===== config.mk =====
export PLATFORM = sky130hd
export DESIGN_NAME = if_slice
export DESIGN_NICKNAME = d
export VERILOG_FILES = /design/src/rtl/cpu_pkg.sv /design/src/rtl/if_redirect_mux.sv /design/src/rtl/if_slice.sv
export SDC_FILE = /design/constraint.sdc
export NUM_CORES = 1
export LEC_CHECK = 0
export BUFFER_PORTS_ARGS = -buffer_cell sky130_fd_sc_hd__buf_4
export CORE_MARGIN = 2
export CORE_UTILIZATION = 43
export DETAILED_ROUTE_END_ITERATION = 8
export GPL_TIMING_DRIVEN = 0
export PLACE_DENSITY = 0.72
export SYNTH_ARGS = -nofsm -noshare
export SYNTH_HDL_FRONTEND = slang
export SYNTH_SLANG_ARGS = --single-unit

===== constraint.sdc =====
create_clock -name clk -period 3.6 [get_ports clk]
set_clock_uncertainty 0.05 [all_clocks]
set_input_delay 0.18 -clock clk [delete_from_list [all_inputs] [get_ports clk]]
set_output_delay 0.18 -clock clk [all_outputs]
set_load 0.02 [all_outputs]

===== src/rtl/cpu_pkg.sv =====
// rtl/cpu_pkg.sv - shared encodings and types for the 16-bit pipeline
//
// Purpose: opcode encoding shared with decode, fetch-stage state type and
//          the special instruction words fetch has to recognise or emit.
// Ports:   none (package).
package cpu_pkg;

  // Bubble inserted whenever fetch has nothing valid for decode (opcode F).
  localparam logic [15:0] NOP_INSTR = 16'hF000;
  // Halt shares the FLUSH opcode; the full word distinguishes it.
  localparam logic [15:0] HLT_INSTR = 16'hFFFF;

  typedef enum logic [3:0] {
    OP_ADD   = 4'h0,
    OP_SUB   = 4'h1,
    OP_AND   = 4'h2,
    OP_OR    = 4'h3,
    OP_XOR   = 4'h4,
    OP_SLL   = 4'h5,
    OP_SRL   = 4'h6,
    OP_LUI   = 4'h7,
    OP_ADDI  = 4'h8,
    OP_LW    = 4'h9,
    OP_SW    = 4'hA,
    OP_BEQ   = 4'hB,
    OP_BNE   = 4'hC,
    OP_CALL  = 4'hD,
    OP_RET   = 4'hE,
    OP_FLUSH = 4'hF
  } opcode_t;

  typedef enum logic [1:0] {
    IF_FETCH = 2'd0,
    IF_WAIT  = 2'd1,
    IF_DROP  = 2'd2,
    IF_HALT  = 2'd3
  } if_state_t;

  function automatic logic is_halt(input logic [15:0] word);
    return word == HLT_INSTR;
  endfunction

endpackage


===== src/rtl/if_redirect_mux.sv =====
// rtl/if_redirect_mux.sv - priority select of the fetch redirect target
//
// Purpose: picks the control-flow target for fetch. Return is oldest in the
//          pipe, then branch, then call, so the oldest redirect wins.
// Ports:
//   ret_en/ret_target     return resolved at WB
//   br_taken/br_target    taken branch from EX/MEM
//   call_en/call_target   call from decode
//   call_allow            0 masks the call (it is younger than a halt)
//   redir                 some redirect is active this cycle
//   redir_pc              selected target
module if_redirect_mux
(
  input  logic        ret_en,
  input  logic [15:0] ret_target,
  input  logic        br_taken,
  input  logic [15:0] br_target,
  input  logic        call_en,
  input  logic [15:0] call_target,
  input  logic        call_allow,
  output logic        redir,
  output logic [15:0] redir_pc
);

  always_comb begin
    redir    = 1'b1;
    redir_pc = ret_target;
    if (ret_en) begin
      redir_pc = ret_target;
    end else if (br_taken) begin
      redir_pc = br_target;
    end else if (call_en && call_allow) begin
      redir_pc = call_target;
    end else begin
      redir    = 1'b0;
      redir_pc = 16'h0000;
    end
  end

endmodule


===== src/rtl/if_slice.sv =====
// rtl/if_slice.sv - instruction-fetch stage of the 16-bit pipeline
//
// Purpose: owns the PC, runs a variable-latency instruction-memory handshake,
//          applies branch/call/return redirects, holds the fetched word while
//          decode stalls and stops on HLT. Emits NOP_INSTR as a bubble.
// Optional feature: define IF_PERF_CNT_EN to add saturating perf counters.
// Ports:
//   clk, rst                 clock, asynchronous active-low reset
//   stall                    decode hazard: hold PC and outputs
//   call_en/call_target      call redirect from decode
//   br_taken/br_target       branch redirect from EX/MEM
//   ret_en/ret_target        return redirect from WB
//   imem_req/imem_addr       fetch request, address stable until imem_rdy
//   imem_rdy/imem_data       memory response
//   PC_inc/instr             address of instr + 1, instruction to decode
//   halted                   HLT fetched, fetch stopped
//   fetch_cnt/stall_cnt/redir_cnt  perf counters (IF_PERF_CNT_EN only)
module if_slice
  import cpu_pkg::*;
#(
  parameter logic [15:0] RESET_PC = 16'h0000
)
(
  input  logic        clk,
  input  logic        rst,
  input  logic        stall,
  input  logic        call_en,
  input  logic [15:0] call_target,
  input  logic        br_taken,
  input  logic [15:0] br_target,
  input  logic        ret_en,
  input  logic [15:0] ret_target,
  output logic        imem_req,
  output logic [15:0] imem_addr,
  input  logic        imem_rdy,
  input  logic [15:0] imem_data,
  output logic [15:0] PC_inc,
  output logic [15:0] instr,
`ifdef IF_PERF_CNT_EN
  output logic [31:0] fetch_cnt,
  output logic [31:0] stall_cnt,
  output logic [15:0] redir_cnt,
`endif
  output logic        halted
);

  if_state_t   state, state_nxt;
  logic [15:0] pc, pc_nxt;
  logic [15:0] pend_pc, pend_nxt;
  logic [15:0] hold_instr;
  logic        hold_valid, hold_nxt;

  logic        redir;
  logic [15:0] redir_pc;
  logic        word_ok, word_hlt, deliver;

  // A call is younger than the halt that got us here, so only return and
  // branch can wake a halted fetch.
  if_redirect_mux u_redirect_mux (
    .ret_en      (ret_en),
    .ret_target  (ret_target),
    .br_taken    (br_taken),
    .br_target   (br_target),
    .call_en     (call_en),
    .call_target (call_target),
    .call_allow  (state != IF_HALT),
    .redir       (redir),
    .redir_pc    (redir_pc)
  );

  // A returning word is usable only for a live (not discarded) request with
  // no redirect overriding it this cycle.
  always_comb begin
    word_ok  = imem_rdy && !redir &&
               ((state == IF_FETCH && !hold_valid) || state == IF_WAIT);
    word_hlt = word_ok && is_halt(imem_data);
    deliver  = word_ok && !word_hlt;
  end

  assign imem_addr = pc;
  assign PC_inc    = pc + 16'd1;
  assign halted    = (state == IF_HALT);

  always_ff @(posedge clk or negedge rst) begin
    if (!rst) begin
      state <= IF_FETCH;
    end else begin
      state <= state_nxt;
    end
  end

  always_comb begin
    state_nxt = state;
    case (state)
      IF_FETCH: begin
        if (!hold_valid) begin
          if (redir)         state_nxt = imem_rdy ? IF_FETCH : IF_DROP;
          else if (word_hlt) state_nxt = IF_HALT;
          else if (!imem_rdy) state_nxt = IF_WAIT;
        end
      end
      IF_WAIT: begin
        if (redir)         state_nxt = IF_DROP;
        else if (word_hlt) state_nxt = IF_HALT;
        else if (imem_rdy) state_nxt = IF_FETCH;
      end
      IF_DROP: begin
        if (imem_rdy) state_nxt = IF_FETCH;
      end
      IF_HALT: begin
        if (redir) state_nxt = IF_FETCH;
      end
      default: state_nxt = IF_FETCH;
    endcase
  end

  // While a request is outstanding the PC keeps presenting its address; the
  // redirect target waits in pend_pc until the stale response has drained.
  always_comb begin
    imem_req = 1'b0;
    instr    = NOP_INSTR;
    pc_nxt   = pc;
    pend_nxt = pend_pc;
    hold_nxt = hold_valid;
    case (state)
      IF_FETCH: begin
        if (hold_valid) begin
          if (redir) begin
            pc_nxt   = redir_pc;
            hold_nxt = 1'b0;
          end else begin
            instr = hold_instr;
            if (!stall) begin
              pc_nxt   = pc + 16'd1;
              hold_nxt = 1'b0;
            end
          end
        end else begin
          imem_req = 1'b1;
          if (redir) begin
            if (imem_rdy) pc_nxt   = redir_pc;
            else          pend_nxt = redir_pc;
          end
        end
      end
      IF_WAIT: begin
        imem_req = 1'b1;
        if (redir) pend_nxt = redir_pc;
      end
      IF_DROP: begin
        imem_req = 1'b1;
        if (redir)    pend_nxt = redir_pc;
        if (imem_rdy) pc_nxt   = pend_nxt;
      end
      IF_HALT: begin
        if (redir) pc_nxt = redir_pc;
      end
      default: ;
    endcase
    if (deliver) begin
      instr = imem_data;
      if (stall) hold_nxt = 1'b1;
      else       pc_nxt   = pc + 16'd1;
    end
    if (!rst) begin
      imem_req = 1'b0;
      instr    = NOP_INSTR;
    end
  end

  always_ff @(posedge clk or negedge rst) begin
    if (!rst) begin
      pc         <= RESET_PC;
      pend_pc    <= RESET_PC;
      hold_instr <= NOP_INSTR;
      hold_valid <= 1'b0;
    end else begin
      pc         <= pc_nxt;
      pend_pc    <= pend_nxt;
      hold_valid <= hold_nxt;
      if (deliver && stall) hold_instr <= imem_data;
    end
  end

`ifdef IF_PERF_CNT_EN
  always_ff @(posedge clk or negedge rst) begin
    if (!rst) begin
      fetch_cnt <= 32'd0;
      stall_cnt <= 32'd0;
      redir_cnt <= 16'd0;
    end else begin
      if (deliver && imem_data != NOP_INSTR && fetch_cnt != 32'hFFFF_FFFF)
        fetch_cnt <= fetch_cnt + 32'd1;
      if (stall && stall_cnt != 32'hFFFF_FFFF)
        stall_cnt <= stall_cnt + 32'd1;
      if (redir && redir_cnt != 16'hFFFF)
        redir_cnt <= redir_cnt + 16'd1;
    end
  end
`endif

endmodule


==> metrics.txt <==
status finished, final reports clean; crit-path cells ha_1 > nand2b_1 > nand2_2 > clkbuf_1 > nor2_1 > clkbuf_1 > nand3_1 > a21boi_0 > buf_4; DR iter-0 viols 605; Critical Path Fanout Max 10; total negative slack 0 ns; Int Pwr 1.98 mW; Worst EP arrival 3.18 ns; Post-synth ARST share 100%; Layout area overhead 25.6%; CTS max path bufs 2; Buffers on Ports 120; H-Tree Depth 2; Most common cell on crit path clkbuf_1; worst hold-check path type input pin to flop; Leakage 2.41 nW; first-pass GRT wire length 28500 microns; Post-synth EDFFs 0; detailed placement HPWL 14300 microns; Crit-path slowest cell dfrtp_1; Final Max Tran Viols 0; post-detailed-routing wire length 18500 microns; Starting Density 43.8%; final hold violation count 0; cell taking the most area after synthesis dfrtp_1; vias post-DR 5643; type of origin of the critical path flop; ANT nets after route 0; Comb pwr share 61.0%; Core Footprint 10700 sq um; clock network fraction of total power 10.9%; die width 109 microns; Syn Area/Cell 7.57 sq um; worst skew pair latency 0.32 ns; # DRC 0; largest net degree at the start of global routing 60; Place WS 0.481 ns; pwr/cell area 639 nW/um^2; Fmax 293 MHz; fin area 5910 sq um; Seq/Total Area, Yosys 27.2%; Clock Pin Slew Worst Setup and Hold Paths 0.09 ns; Main synth FF type dfrtp_1; final worst slack 0.192 ns; count of TritonRoute iterations in the first routing pass 6; clock tree sinks 51; worst-margin pin slew 1.28 ns; CP Class flop to output pin; sequential power share 28.1%; CTS root buffer clkbuf_8; # IOs 121; final net count 828; commonest non-fill, non-tap cells in the layout buf_4 (121), nand2_1 (69), o21ai_0 (62); Final Cycle Share 94.7%; synthesized flop and latch total 51; Post-Syn Nets 700; Distinct cells, synth 69; most common cell after layout, fill and taps aside buf_4; Worst Setup End Kind output pin; Sw Share 47.7%; Post CTS Setup Buffer Count 0; Synth warnings 0; crit-path max cell delay 0.43 ns; Synth Cell Area 4710 sq um; Area after DPL 5780 sq um; DIE AREA 11800 sq um; Die Span Y 109 microns; Mapped Cells 622; area share of the largest cell type after synthesis 25.0%; required time of the critical path 3.37 ns; n_diodes 0; Vias/cell 6.33; Placement Rows 38; initial antenna violation count 0; GPL Wtd Cong 1.01; share of layout cells above drive strength 1 23.3%; Max-Cap Viols 0; cts bufs inserted 5; number of global-route vias before repair 5161; min Tclk post-route 3.41 ns; Peak VDD IR 0.298 mV; gr usage total 31.5%; slew margin rel. 13.8%; DR WL/cell 20.8 microns; P_sw 1.80 mW; Setup Viol. Count Final 0; clock tree from TritonCTS yes; Synth area leaders dfrtp_1 (25%), o21ai_0 (6.6%), mux2_2 (5.5%); GR Overflow Total 0
cells in the mapped netlist, types with 7 or more instances:
cell and number:
nand2_1 69, o21ai_0 62, dfrtp_1 47, clkbuf_1 46
a21oi_1 43, nor2_1 41, mux2_2 23, nand3_1 23
nor3_1 22, inv_1 15, a21boi_0 13, a31oi_1 13
xnor2_1 13, a221o_1 12, nand4_1 12, o22ai_1 9
a21o_1 8, nand2b_1 8, a211oi_1 7, a221oi_1 7
ha_1 7, o211ai_1 7
repair_timing:
item | 4_1_cts | 5_1_grt
hold buffers | 1 | 0
resized for setup | 0 | 1
endpoints found under the hold margin | 47 | 0
endpoints found under the setup margin | 0 | 10
final cells by class:
cell class,count,area (sq um)
buffer,57,224
clock buffer,6,72.6
clock inverter,2,37.5
fill,1068,4830
inverter,16,60.1
multi-input combinational,498,3150
sequential,51,1280
tap,140,175
timing repair buffer,121,911
worst max-delay path: cells and delay by family, from the launching register on:
kind | cells | cell delay [ns]
AOI/OAI and AO/OA | 1 | 0.22
and+or+nand+nor | 4 | 0.82
buffers and inverters | 3 | 0.97
adders and majority gates | 1 | 0.38
DFF | 1 | 0.43
cells by family after synthesis:
| logic type | Yosys count | synth area share (%) |
|---|---|---|
| mux | 23 | 5.50 |
| buf+inv | 73 | 6.03 |
| flops | 51 | 27.2 |
| simple gates | 224 | 24.2 |
| fa+ha+maj | 7 | 1.86 |
| compound gates | 228 | 32.2 |
| xor+xnor | 16 | 2.98 |
metrics by stage:
step,util (%),hold slack [ns],instances,power (mW)
4_1_cts,54.9,0.0449,891,3.74
3_3_place_gp,53.8,0.218,882,3.29
2_1_floorplan,-,-0.166,622,2.48
5_1_grt,55.0,0.0500,891,4.02
6_report,55.0,0.0533,891,3.78
3_5_place_dp,53.8,0.235,882,3.32
state kept, by name, indices dropped and copies added (netlist names):
name,count
hold_instr,16
pend_pc,16
imem_addr,16
state,2
hold_valid,1
final timing paths:
| path | cells past startpoint | slack (ns) | start | endpoint |
|---|---|---|---|---|
| max | 9 | 0.19 | state[0] | instr[10] |
| min | 2 | 0.05 | imem_data[8] | hold_instr[8] |
| max reg2reg | 9 | 0.39 | state[0] | imem_addr[3] |
| min reg2reg | 2 | 0.44 | pend_pc[0] | pend_pc[0] |
| max in group asynchronous | 2 | 2.61 | rst | hold_instr[6] |
| min in group asynchronous | 2 | 0.40 | rst | pend_pc[5] |
routing by layer:
metal  vias up  GRT usage, %  part of all wire (%)
met5         -             0                     0
met3        36          4.00                   9.2
met2       338          46.6                    43
met1      2682          47.1                    45
met4         0          10.3                   2.6
li1       2587             -                     -
power by group through the flow:
stage	Sequential [mW]	Combinational, mW	Clock, mW
2_1_floorplan	1.12	1.37	0
3_3_place_gp	1.06	2.23	0
3_5_place_dp	1.07	2.25	0
4_1_cts	1.06	2.26	0.424
5_1_grt	1.10	2.47	0.447
6_report	1.06	2.30	0.412
Power figures use the tool's default switching activity.
